<file path="config.mk">
export PLATFORM = sky130hd
export DESIGN_NAME = run_length_monitor
export DESIGN_NICKNAME = d
export VERILOG_FILES = /design/src/rtl/run_length_monitor.sv
export SDC_FILE = /design/constraint.sdc
export NUM_CORES = 1
export LEC_CHECK = 0
export ABC_AREA = 1
export CORE_ASPECT_RATIO = 0.9
export CORE_MARGIN = 2
export CORE_UTILIZATION = 60
export CTS_BUF_LIST = sky130_fd_sc_hd__clkbuf_2 sky130_fd_sc_hd__clkbuf_4 sky130_fd_sc_hd__clkbuf_8
export CTS_CLUSTER_DIAMETER = 120
export DETAILED_ROUTE_END_ITERATION = 8
export PLACE_DENSITY_LB_ADDON = 0.25
export SETUP_SLACK_MARGIN = 0.5
export SYNTH_ARGS = -nofsm -noshare
export SYNTH_HDL_FRONTEND = slang
export SYNTH_SLANG_ARGS = --single-unit
</file>
<file path="constraint.sdc">
create_clock -name clk -period 2.6 [get_ports clk]
set_input_delay 0.26 -clock clk [delete_from_list [all_inputs] [get_ports clk]]
set_output_delay 0.26 -clock clk [all_outputs]
set_load 0.01 [all_outputs]
</file>
<file path="src/rtl/run_length_monitor.sv">
// Edge detector and run-length meter for a single sampled bit; reports each complete run.
// Registered outputs: an edge sampled at posedge k is reported during the following cycle; no backpressure.
module run_length_monitor #(
  parameter int CNT_W   = 8,
  parameter int MIN_RUN = 2
) (
  input  logic             clk,
  input  logic             rst,
  input  logic             in_1,
  output logic             rise_pulse,
  output logic             fall_pulse,
  output logic             run_valid,
  output logic             run_level,
  output logic [CNT_W-1:0] run_len,
  output logic             run_sat,
  output logic             run_short,
  output logic [CNT_W-1:0] edge_cnt
);

  typedef enum logic [1:0] {
    PRIME = 2'd0,
    SYNC  = 2'd1,
    RUN   = 2'd2
  } state_t;

  typedef struct packed {
    logic             level;
    logic [CNT_W-1:0] len;
    logic             sat;
    logic             shrt;
  } run_rpt_t;

  localparam logic [CNT_W-1:0] LEN_MAX   = '1;
  localparam logic [CNT_W-1:0] MIN_RUN_L = CNT_W'(MIN_RUN);
  localparam logic [CNT_W-1:0] LEN_ONE   = CNT_W'(1);

  state_t           state_q, state_d;
  logic             prev_q;
  logic [CNT_W-1:0] len_q, len_d;
  logic             sat_q, sat_d;
  logic             cur_level, cur_level_d;
  logic [CNT_W-1:0] edge_cnt_d;
  logic             rise_d, fall_d, valid_d;
  run_rpt_t         rpt_q, rpt_d;
  logic             edge_det;

  assign edge_det = (in_1 != prev_q);

  always_ff @(posedge clk) begin
    if (rst) begin
      state_q <= PRIME;
    end else begin
      state_q <= state_d;
    end
  end

  always_comb begin
    state_d = state_q;
    case (state_q)
      PRIME:   state_d = SYNC;
      SYNC:    if (edge_det) state_d = RUN;
      RUN:     state_d = RUN;
      default: state_d = PRIME;
    endcase
  end

  // The run in progress when SYNC is entered has an unknown start, so only edges after it close reportable runs.
  always_comb begin
    len_d       = len_q;
    sat_d       = sat_q;
    cur_level_d = cur_level;
    edge_cnt_d  = edge_cnt;
    rise_d      = 1'b0;
    fall_d      = 1'b0;
    valid_d     = 1'b0;
    rpt_d       = rpt_q;
    case (state_q)
      SYNC: begin
        if (edge_det) begin
          rise_d      = in_1;
          fall_d      = ~in_1;
          edge_cnt_d  = edge_cnt + 1'b1;
          cur_level_d = in_1;
          len_d       = LEN_ONE;
          sat_d       = 1'b0;
        end
      end
      RUN: begin
        if (edge_det) begin
          valid_d     = 1'b1;
          rpt_d.level = cur_level;
          rpt_d.len   = len_q;
          rpt_d.sat   = sat_q;
          rpt_d.shrt  = (len_q < MIN_RUN_L);
          rise_d      = in_1;
          fall_d      = ~in_1;
          edge_cnt_d  = edge_cnt + 1'b1;
          cur_level_d = in_1;
          len_d       = LEN_ONE;
          sat_d       = 1'b0;
        end else if (len_q == LEN_MAX) begin
          sat_d = 1'b1;
        end else begin
          len_d = len_q + 1'b1;
        end
      end
      default: ;
    endcase
  end

  always_ff @(posedge clk) begin
    if (rst) begin
      prev_q     <= 1'b0;
      len_q      <= '0;
      sat_q      <= 1'b0;
      cur_level  <= 1'b0;
      edge_cnt   <= '0;
      rise_pulse <= 1'b0;
      fall_pulse <= 1'b0;
      run_valid  <= 1'b0;
      rpt_q      <= '0;
    end else begin
      prev_q     <= in_1;
      len_q      <= len_d;
      sat_q      <= sat_d;
      cur_level  <= cur_level_d;
      edge_cnt   <= edge_cnt_d;
      rise_pulse <= rise_d;
      fall_pulse <= fall_d;
      run_valid  <= valid_d;
      rpt_q      <= rpt_d;
    end
  end

  assign run_level = rpt_q.level;
  assign run_len   = rpt_q.len;
  assign run_sat   = rpt_q.sat;
  assign run_short = rpt_q.shrt;

endmodule

</file>
* Yosys cells after proc, flatten, opt, wreduce, memory -nomap -nowiden
Index checks and enable logic that the tools add are counted.
Widths: inputs -> output; s select.
** Storage, ports and cells
- Word-level logic and storage cells :: 47
- Register bits after elaboration :: 35
- Output and inout bits :: 22
** Cells by class
- Reductions and logical operators :: 9
- Equality and inequality tests :: 7
- Muxes and demuxes :: 11
- Add/sub/neg operators :: 2
- Order comparisons :: 1
- Bitwise operators :: 4
** Operator list (count)
- $mux 8 :: 3
- $add 8x1->8 const B :: 2
- $pmux 8 s2 :: 1
- $eq 8x8->1 const B :: 1
- $lt 8x2->1 const B :: 1
- $ne 3x3->1 const B :: 2
- $pmux 2 s3 :: 1
- $reduce_and 3->1 :: 2
- $mux 1 :: 4
- $not 1->1 :: 4
- $reduce_and 2->1 :: 2
- $reduce_or 2->1 :: 2
- $reduce_or 3->1 :: 1
- $eq 2x1->1 const B :: 1
- $eq 2x2->1 const B :: 1
- $logic_not 2->1 :: 1
- $mux 2 :: 1
- $ne 2x2->1 const B :: 1
- $pmux 1 s2 :: 1
- $reduce_bool 2->1 :: 1
- $ne 1x1->1 :: 1

* Depth between registers and ports, before layout
- Depth in word-level cells :: 4
- Depth in mapped cells :: 10

* Worst setup path after synthesis
Ideal clock, no wire load.
- Path type :: reg2reg
- Start :: reg len_q[1]
- End :: reg len_q[6]
- Arrival time :: 1172 ps
- Path slack :: 1300 ps
- Setup time :: 128 ps
- Period minus slack after synthesis :: 1300 ps
- Cell stages (with the launch flop) :: 11
- Cell sequence :: dfxtp_1 > ha_1 > nand2_2 > nor2_4 > nand2_2 > clkinv_1 > nand2_2 > nand2_1 > nand2_1 > nand2_1 > nor2_1
** Between the ends
- Longest elaborated chain between the ends :: 4
- Elaborated cells on any way between the ends :: 7
- Those cells by class :: add/sub: 1; eq/ne: 2; mux: 3; reduce/logical: 1
** RTL lines
- start, declared :: line 39 : logic [CNT_W-1:0] len_q, len_d;
- start signal, assigned :: line 124 : len_q <= len_d;
- $add 8x1->8 :: line 104 : len_d = len_q + 1'b1;
- $mux 8 :: line 101 : end else if (len_q == LEN_MAX) begin
- $mux 8 :: line 89 : if (edge_det) begin
- $pmux 8 s2 :: line 77 : case (state_q)
Several ways; a longest one is shown, not always the timed one. The select of a mux whose other input is x is not followed.
A chain may end at the register's enable or synchronous reset.

* Final worst setup path
- Start :: reg edge_cnt[2]
- End :: out edge_cnt[2]
** RTL lines
- start, declared :: line 17 : output logic [CNT_W-1:0] edge_cnt
- start signal, assigned :: line 127 : edge_cnt <= edge_cnt_d;
No word-level cell between the ends.

==> impl_results.md <==
- Skew-Pair Late Insertion Delay: 0.33 ns
- Reg clk slew, reported paths: 0.09 ns
- Setup bufs post-CTS: 0
- Clock tree sinks: 35
- RSZ-0062 raised after global routing: false
- Mapped Area: 1660 um^2
- Drt via density: 5.31
- Row Count: 18
- TNS Setup: 0 ns
- Crit-path leading delay family: buffers and inverters
- Pre-Repair DR Iteration Count: 4
- CTS tree: yes
- Endpoint, Worst Hold: run_len[2]$_SDFFE_PP0P_
- Slowest Stage Delay on Critical Path: 0.57 ns
- Chip Width: 59.5 um
- First-pass GRT wire length: 6280 um
- Critical path peak fanout: 5
- Min cycle time layout: 1.60 ns
- Total global-route track usage: 26.3%
- PortBufs: 24
- Fraction of layout cells with a size suffix above 1: 9.89%
- Root Buffer Master: clkbuf_4
- Die area: 3210 um^2
- DP Cell Count: 287
- Critical path, cell by cell: clkdlybuf4s50_1
- Count of final hold-check violations: 0
- Post-DRT Antenna Nets: 0
- Startpoint types: register
- Crit path max-delay cell type: clkdlybuf4s50_1
- Max frequency: 0.624 GHz
- Number of H-tree levels: 2
- Largest net degree at the start of global routing: 21
- Post-synth cell types: 22
- Final Skew: 0.0106 ns
- WP data arrival: 1.34 ns
- First DRT Iteration DRCs: 58
- R2R Setup Slk: 1.03 ns
- Max_cap viols: 0
- Fin crit share: 61.6%
- Total grt overflow: 0
- Critical path depth in cells: 1
- Sequential element share of the synthesized area: 42.1%
- IO Pins: 25
- DRC: 0
- Syn avg cell area: 7.02 um^2
- Crit path buf inv count: 1
- Inserted Clock Buffers: 5
- Fin util: 73.0%
- # resized after CTS: 0
- Initial Util: 61.6%
- Slew Viols, Final: 0
- Routability cong.: 0.859
- Worst hold start: run_len[2]$_SDFFE_PP0P_
- Maximum VDD drop: 0.503 mV
- Cells after synthesis: 237
- Drt wl/cell: 12.0 um
- Fin cells: 293
- Headroom to the max-slew limit: 70.3%
- Leak Pwr: 0.000785 uW
- Core Area: 2700 um^2
- Yosys reg bits: 35
- Post-detail-place hpwl: 2560 um
- CP required: 2.34 ns
- Die Y: 54.0 um
- Vias in the first global route: 1,400
- Hold_ws: 0.473 ns
- Min-Delay Path Depth: 2
- Initial antenna violation count: 0
- NumNets Final: 272
- Reg-to-reg startpoint: state_q[0]$_SDFFE_PP0P_
- Register-to-Register Path Depth: 10
- Net Count, Synth: 245
- # hold bufs at CTS: 0
- CP Class: reg -> out
- Vias: 1,557
- Least-Margin Pin Slew: 0.445 ns
- Clock Path Buffers: 2
- Power per cell area: 743 nW/um^2
- Hold Path Class: reg -> reg
- # setup viols final: 0
- Outcome: finished clean
- Total wire length: 3510 um
- R2R Path End: len_q[1]$_SDFFE_PP0P_
- Antenna cells: 0
- CP Capture Type: output pin
- Yosys warns: 0
- Area growth from synthesis to layout: 18.6%
[stage by stage]
stage               cell area, um^2  worst slack (ns)  power [uW]
floorplan                      1660              1.30        1070
global placement               1930             0.850        1190
detailed placement             1930             0.818        1200
CTS                            1970             0.997        1470
global route                   1970             0.886        1580
finish                         1970             0.998        1470
[cell type report]
type	instances	area [um^2]
Sequential cell	35	701
Tap cell	30	37.5
Inverter	31	116
Fill cell	242	729
Multi-Input combinational cell	165	818
Timing Repair Buffer	26	255
Clock buffer	6	45.0
[cells in the mapped netlist, drive strengths merged]
master | count | share of area, %
nor4 | 1 | 0.38
buf | 3 | 1.1
nand2 | 68 | 17
dfxtp | 35 | 42
nor3 | 2 | 0.60
nand4 | 3 | 1.1
clkinv | 1 | 0.23
o21ai | 13 | 3.9
ha | 5 | 3.8
clkbuf | 3 | 0.68
inv | 30 | 6.8
a21oi | 21 | 6.3
nand3 | 22 | 6.9
nor2 | 30 | 8.7
[registers in the layout, indices dropped and copies added, names as in the netlist]
signal / count
fall_pulse: 1
run_sat: 1
run_level: 1
cur_level: 1
run_valid: 1
prev_q: 1
run_len: 8
state_q: 2
sat_q: 1
run_short: 1
edge_cnt: 8
rise_pulse: 1
len_q: 8
[power by group]
part	switching, uW	total [uW]	internal, uW
Sequential	66.1	671	605
Clock	164	271	107
Combinational	330	523	193
[layout by cell type (no fill, tap or decap)]
master and count:
a21oi_1 21, buf_4 2, clkbuf_4 6, clkdlybuf4s50_1 24, clkinv_1 1, dfxtp_1 35, ha_1 5, inv_1 26
inv_2 4, nand2_1 60, nand2_2 5, nand2_4 3, nand3_1 21, nand3_2 1, nand4_1 3, nor2_1 25
nor2_2 1, nor2_4 4, nor3_1 2, nor4_1 1, o21ai_0 9, o21ai_1 4
[worst max path at each step]
stage / endpoint / slack [ns] / start
final: edge_cnt[2] / 1.0 / edge_cnt[2]$_SDFFE_PP0P_
after detailed placement: run_short$_SDFFE_PP0P_ / 0.82 / in_1
after floorplan: len_q[6]$_SDFFE_PP0P_ / 1.30 / len_q[1]$_SDFFE_PP0P_
after CTS: edge_cnt[2] / 1.0 / edge_cnt[2]$_SDFFE_PP0P_
after global placement: run_short$_SDFFE_PP0P_ / 0.85 / in_1
after global routing: len_q[1]$_SDFFE_PP0P_ / 0.89 / state_q[0]$_SDFFE_PP0P_
[kinds of logic (layout without fill, tap and decap cells)]
family                     count (synthesis)  after routing  share of synthesized area (%)
adders and majority gates                  5              5                           3.76
buffers and inverters                     37             63                           8.72
DFF                                       35             35                           42.1
and+or+nand+nor                          126            126                           35.2
AOI/OAI and AO/OA                         34             34                           10.2
[metal layers]
| layer | wire (um) | vias up | part of all wire, % | global-route usage (%) |
|---|---|---|---|---|
| met5 | 0 | - | 0 | 0 |
| met2 | 1500 | 38 | 43 | 38.5 |
| met3 | 164 | 4 | 4.7 | 7.21 |
| met4 | 46 | 0 | 1.3 | 8.89 |
| met1 | 1800 | 711 | 51 | 37.5 |
| li1 | - | 804 | - | - |
(Power assumes the default switching activity.)
